File: src/rtl/mem_status_pkg.sv
// Shared types and constants for the memory-mapped completion mailbox responder.
// State encoding, default mailbox addresses and the signature step function.
package mem_status_pkg;

    typedef enum logic [2:0] {
        ST_IDLE = 3'd0,
        ST_RUN  = 3'd1,
        ST_PASS = 3'd2,
        ST_FAIL = 3'd3,
        ST_TOUT = 3'd4
    } status_state_t;

    localparam logic [31:0] DEF_PASS_ADR    = 32'd100;
    localparam logic [31:0] DEF_PASS_DATA   = 32'd25;
    localparam logic [31:0] DEF_SCRATCH_ADR = 32'd96;
    localparam logic [31:0] DEF_SIG_ADR     = 32'd104;

    localparam int TAP_A = 9;
    localparam int TAP_B = 29;
    localparam int TAP_C = 30;
    localparam int TAP_D = 31;

    // One signature step: fold instruction, PC and any store data, then shift with feedback.
    function automatic logic [31:0] sig_step(
        input logic [31:0] sig,
        input logic [31:0] instr,
        input logic [31:0] pc,
        input logic        wen,
        input logic [31:0] wdata
    );
        logic [31:0] h1;
        h1 = sig ^ instr ^ pc ^ (wen ? wdata : 32'd0);
        return {h1[30:0], h1[TAP_A] ^ h1[TAP_B] ^ h1[TAP_C] ^ h1[TAP_D]};
    endfunction

endpackage

File: src/rtl/mem_status_responder_sig_misr.sv
// Signature register (MISR) for mem_status_responder: advances while enabled,
// holds its value once frozen.
module sig_misr
    import mem_status_pkg::*;
(
    input  logic        clk,
    input  logic        reset,
    input  logic        en_i,
    input  logic        freeze_i,
    input  logic [31:0] instr_i,
    input  logic [31:0] pc_i,
    input  logic        wen_i,
    input  logic [31:0] wdata_i,
    output logic [31:0] sig_o
);

    logic [31:0] sig_q, sig_d;

    always_comb begin
        // NOTE: default first so every path assigns sig_d and no latch is inferred.
        sig_d = sig_q;
        if (en_i && !freeze_i) begin
            sig_d = sig_step(sig_q, instr_i, pc_i, wen_i, wdata_i);
        end
    end

    // NOTE: sequential state uses non-blocking assignments so all flops update together.
    always_ff @(posedge clk or negedge reset) begin
        if (!reset) sig_q <= '0;
        else        sig_q <= sig_d;
    end

    assign sig_o = sig_q;

endmodule

File: src/rtl/mem_status_responder.sv
// Passive completion-mailbox responder on the core's store bus: reports pass/fail/timeout
// and a running signature. Define SIG_READBACK_EN to add signature readback at SIG_ADR.
module mem_status_responder
    import mem_status_pkg::*;
#(
    parameter logic [31:0] PASS_ADR    = DEF_PASS_ADR,
    parameter logic [31:0] PASS_DATA   = DEF_PASS_DATA,
    parameter logic [31:0] SCRATCH_ADR = DEF_SCRATCH_ADR,
    parameter int          TIMEOUT_CYC = 4096
`ifdef SIG_READBACK_EN
    ,
    parameter logic [31:0] SIG_ADR     = DEF_SIG_ADR
`endif
) (
    input  logic        clk,
    input  logic        reset,
    input  logic        start,
    input  logic        MemWrite,
    input  logic [31:0] DataAdr,
    input  logic [31:0] WriteData,
    input  logic [31:0] Instr,
    input  logic [31:0] PC,
`ifdef SIG_READBACK_EN
    input  logic [31:0] ReadAdr,
    output logic        rd_hit,
    output logic [31:0] rd_data,
`endif
    output logic        done,
    output logic        pass,
    output logic        fail,
    output logic        timed_out,
    output logic [31:0] signature,
    output logic [15:0] write_count
);

    localparam int CNT_W = $clog2(TIMEOUT_CYC + 1);

    status_state_t    state_q, state_d;
    logic [CNT_W-1:0] cnt_q, cnt_d;
    logic [15:0]      wcnt_q, wcnt_d;
    logic             done_q, pass_q, fail_q, tout_q;

    logic pass_hit, scratch_hit;
    assign pass_hit    = MemWrite && (DataAdr == PASS_ADR);
    assign scratch_hit = MemWrite && (DataAdr == SCRATCH_ADR);

    always_comb begin
        state_d = state_q;
        cnt_d   = cnt_q;
        wcnt_d  = wcnt_q;
        unique case (state_q)
            ST_IDLE: if (start) state_d = ST_RUN;
            ST_RUN: begin
                cnt_d = cnt_q + CNT_W'(1);
                // Terminating writes take priority over the timeout on the same edge.
                if (pass_hit && (WriteData == PASS_DATA)) begin
                    state_d = ST_PASS;
                end else if (pass_hit || (MemWrite && !scratch_hit)) begin
                    state_d = ST_FAIL;
                end else begin
                    if (scratch_hit && (wcnt_q != 16'hFFFF)) wcnt_d = wcnt_q + 16'd1;
                    if (cnt_q == CNT_W'(TIMEOUT_CYC - 1)) state_d = ST_TOUT;
                end
            end
            default: ;
        endcase
    end

    always_ff @(posedge clk or negedge reset) begin
        if (!reset) begin
            state_q <= ST_IDLE;
            cnt_q   <= '0;
            wcnt_q  <= '0;
            done_q  <= 1'b0;
            pass_q  <= 1'b0;
            fail_q  <= 1'b0;
            tout_q  <= 1'b0;
        end else begin
            state_q <= state_d;
            cnt_q   <= cnt_d;
            wcnt_q  <= wcnt_d;
            done_q  <= (state_d == ST_PASS) || (state_d == ST_FAIL) || (state_d == ST_TOUT);
            pass_q  <= (state_d == ST_PASS);
            fail_q  <= (state_d == ST_FAIL) || (state_d == ST_TOUT);
            tout_q  <= (state_d == ST_TOUT);
        end
    end

    sig_misr u_sig_misr (
        .clk      (clk),
        .reset    (reset),
        .en_i     (state_q == ST_RUN),
        .freeze_i (done_q),
        .instr_i  (Instr),
        .pc_i     (PC),
        .wen_i    (MemWrite),
        .wdata_i  (WriteData),
        .sig_o    (signature)
    );

`ifdef SIG_READBACK_EN
    logic [31:0] rd_data_q;

    assign rd_hit = (ReadAdr == SIG_ADR);

    // Registered to line up with the core's multi-cycle load timing.
    always_ff @(posedge clk or negedge reset) begin
        if (!reset) rd_data_q <= '0;
        else        rd_data_q <= rd_hit ? signature : 32'd0;
    end

    assign rd_data = rd_data_q;
`endif

    assign done        = done_q;
    assign pass        = pass_q;
    assign fail        = fail_q;
    assign timed_out   = tout_q;
    assign write_count = wcnt_q;

endmodule

File: config.mk
export PLATFORM = sky130hd
export DESIGN_NAME = mem_status_responder
export DESIGN_NICKNAME = d
export VERILOG_FILES = /design/src/rtl/mem_status_pkg.sv /design/src/rtl/mem_status_responder_sig_misr.sv /design/src/rtl/mem_status_responder.sv
export SDC_FILE = /design/constraint.sdc
export NUM_CORES = 1
export LEC_CHECK = 0
export CAP_MARGIN = 20
export CELL_PAD_IN_SITES_DETAIL_PLACEMENT = 1
export CELL_PAD_IN_SITES_GLOBAL_PLACEMENT = 2
export CORE_MARGIN = 2
export CORE_UTILIZATION = 25
export CTS_CLUSTER_DIAMETER = 60
export DETAILED_ROUTE_END_ITERATION = 8
export PLACE_DENSITY = 0.89
export SETUP_SLACK_MARGIN = 0.5
export SLEW_MARGIN = 25
export SYNTH_ARGS = -nofsm -noshare
export SYNTH_HDL_FRONTEND = slang
export SYNTH_SLANG_ARGS = --single-unit
File: constraint.sdc
create_clock -name clk -period 3.4 [get_ports clk]
set_clock_uncertainty 0.1 [all_clocks]
set_input_delay 1.02 -clock clk [delete_from_list [all_inputs] [get_ports clk]]
set_output_delay 1.02 -clock clk [all_outputs]
set_load 0.02 [all_outputs]
==> results_dict.tcl <==
set metrics [dict create \
    status "completed" \
    hold_viol 0 \
    drtAntennaViolNets 0 \
    p_leak_nw 2.701 \
    worstMarginPinSlew_ns 0.8862 \
    initial_core_util 0.2541 \
    grt_pass1_wl_um 19810 \
    finalCritPeriodShare 0.8285 \
    drt_pass1_iterations 4 \
    cp-start-kind "primary input" \
    io_pins 184 \
    syn_inst 399 \
    final_nets 724 \
    min_period_ns 2.817 \
    worstPathMaxFanout 6 \
    relSlewSlack 0.4092 \
    powerDensity_nw_per_um2 638.0 \
    synth.net_count 533 \
    die_y_um 127.9 \
    crit_end "write_count[6]" \
    overflow 0 \
    grt_setup_unrepaired "false" \
    final_common_cell "clkdlybuf4s50_1" \
    synth_warnings 0 \
    slew_violations 0 \
    gp_congestion 0.7714 \
    row_count 45 \
    avgSynthCellArea_um2 9.611 \
    fin_ws_ns 0.5831 \
    path_clk_slew_ns 0.06 \
    drc 0 \
    r2r_slack_ns 1.09 \
    placed_cells 764 \
    grt_use_total 0.1562 \
    numCtsBuffers 9 \
    setup_viol 0 \
    crit_path_start "DataAdr[1]" \
    layout-drive-gt1-share 0.07563 \
    clkLatencyLatePin_ns 0.34 \
    clockRootBuffer "clkbuf_16" \
    synth_area_um2 3835 \
    antenna_found_initial 0 \
    diodes 0 \
    areaGrowthSynthToFinish_pct 67.50 \
    cts_max_level 3 \
    synthDistinctLibCells 33 \
    ys.flop_type "dfrtp_1" \
    fmax_ghz 0.3550 \
    fin_cells 783 \
    vias 3539 \
    cp.arrival_ns 2.94 \
    ir_drop_uv 229.8 \
    final_util 0.4257 \
    ys_seq_area_frac 0.4437 \
    final_cell_mix "160 x clkdlybuf4s50_1, 88 x xnor2_1, 68 x dfrtp_1" \
    crit_path_end_kind "flop" \
    holdCritPathClass "reg -> reg" \
    grt_max_degree 69 \
    synthArstFlopShare 1.000 \
    drv_cap 0 \
    hpwl_um 9625 \
    clkSinkCount 68 \
    cts_max_path_buffers 2 \
    grt_pass1_vias 3857 \
    reg2reg_depth 6 \
    crit_type "in -> reg" \
    r2r_end "fail" \
    ys_seq_elements 68 \
    wl_per_cell_um 16.06 \
    vias_per_cell 4.520 \
    cts_tree "built" \
    io_buffers 183 \
    first_iter_violations 117 \
    r2r-start "state_q[1]" \
    dieArea_um2 16350 \
    place_ws_ns -0.04402 \
    synth-edff-count 0 \
    holdBufCountCts 0 \
    wl_um 12580 \
    core_area_um2 15090 \
    die_x_um 127.9 \
    worstPathRequired_ns 3.52 \
]
[flip-flops by register name, indices dropped and copies added, names as in the netlist]
| signal | count |
|---|---|
| state_q | 3 |
| timed_out | 1 |
| pass | 1 |
| write_count | 16 |
| done | 1 |
| fail | 1 |
| cnt_q | 13 |
| u_sig_misr.sig_o | 32 |
[Yosys cell counts, types with 2 or more instances]
library cell  number  area (µm²)
nor2_1            41       153.9
inv_1              3       11.26
or3_1              2       12.51
nand2_1           51       191.4
a21oi_1           34       170.2
and3_1             5       31.28
xnor2_1           88       770.7
nand3_1           10       50.05
xor2_1            38       332.8
a21o_1             2       15.01
mux2_2             2       22.52
dfrtp_1           68        1702
clkbuf_1           9       33.78
nand4_1            8       50.05
nor4_1            11       68.82
and4_1             2       17.52
nor3_2             3       30.03
ha_1               2       25.02
nor4b_1            3       26.28
nor3_1             4       20.02
[area by class of cell]
class	count	area [µm²]
Tap cell	188	235.2
Multi-Input combinational cell	317	2168
Clock inverter	6	95.09
Fill cell	1659	8666
Clock buffer	10	239.0
Timing Repair Buffer	191	1973
Inverter	3	11.26
Sequential cell	68	1702
[worst max-delay path: stages]
cell and delay, ns:
clkdlybuf4s50_1 0.40, nor4_1 0.23, nand4_1 0.21, or3_4 0.45, nor3_4 0.30, nand4_1 0.16
xnor2_1 0.16
[worst min path at each step]
stage          slack (ns)  depth (start not counted)       from   endpoint
6_report             0.38                          1  cnt_q[10]  cnt_q[10]
5_1_grt              0.40                          1  cnt_q[10]  cnt_q[10]
4_1_cts              0.38                          1  cnt_q[10]  cnt_q[10]
3_5_place_dp         0.37                          1  cnt_q[11]  cnt_q[11]
3_3_place_gp         0.35                          1  cnt_q[10]  cnt_q[10]
2_1_floorplan        0.33                          1  cnt_q[10]  cnt_q[10]
[power by group]
group / total [mW] / switching, mW / internal, mW
sequential: 1.25 / 0.221 / 1.03
clock: 1.04 / 0.376 / 0.668
combinational: 1.80 / 0.831 / 0.972
[cell families after synthesis]
| family | after synthesis | share of synthesized area |
|---|---|---|
| DFF | 68 | 0.4437 |
| muxes | 2 | 0.005872 |
| xor gates and xnor gates | 126 | 0.2878 |
| and+or+nand+nor | 147 | 0.1850 |
| AOI/OAI and AO/OA | 40 | 0.05709 |
| buffers and inverters | 14 | 0.01403 |
| adders and majority gates | 2 | 0.006524 |
[per-stage QoR]
| step | cell area (µm²) | total power [mW] | hold WS, ns | TNS, ns |
|---|---|---|---|---|
| finish | 6424 | 4.098 | 0.3759 | 0 |
| global route | 6424 | 4.356 | 0.3953 | 0 |
| CTS | 6306 | 4.163 | 0.3832 | 0 |
| detailed placement | 5927 | 3.085 | 0.3709 | -0.09362 |
| global placement | 5927 | 3.038 | 0.3512 | 0 |
| floorplan | 3835 | 2.320 | 0.3348 | 0 |
[layer usage]
| layer | global-route usage | vias to the layer above | wire length, µm |
|---|---|---|---|
| li1 | - | 1712 | - |
| met1 | 0.1815 | 1698 | 5243 |
| met2 | 0.2774 | 116 | 6389 |
| met3 | 0.04591 | 13 | 743 |
| met4 | 0.04783 | 0 | 201 |
| met5 | 0 | - | 0 |
[what timing repair did]
| action | in CTS | in global routing |
|---|---|---|
| resized for setup | 5 | 32 |
| setup buffers | 2 | 1 |
| endpoints found under the setup margin | 16 | 18 |
| pin swaps | 3 | 14 |
| gates cloned | 0 | 0 |
Power figures use the tool's default switching activity.
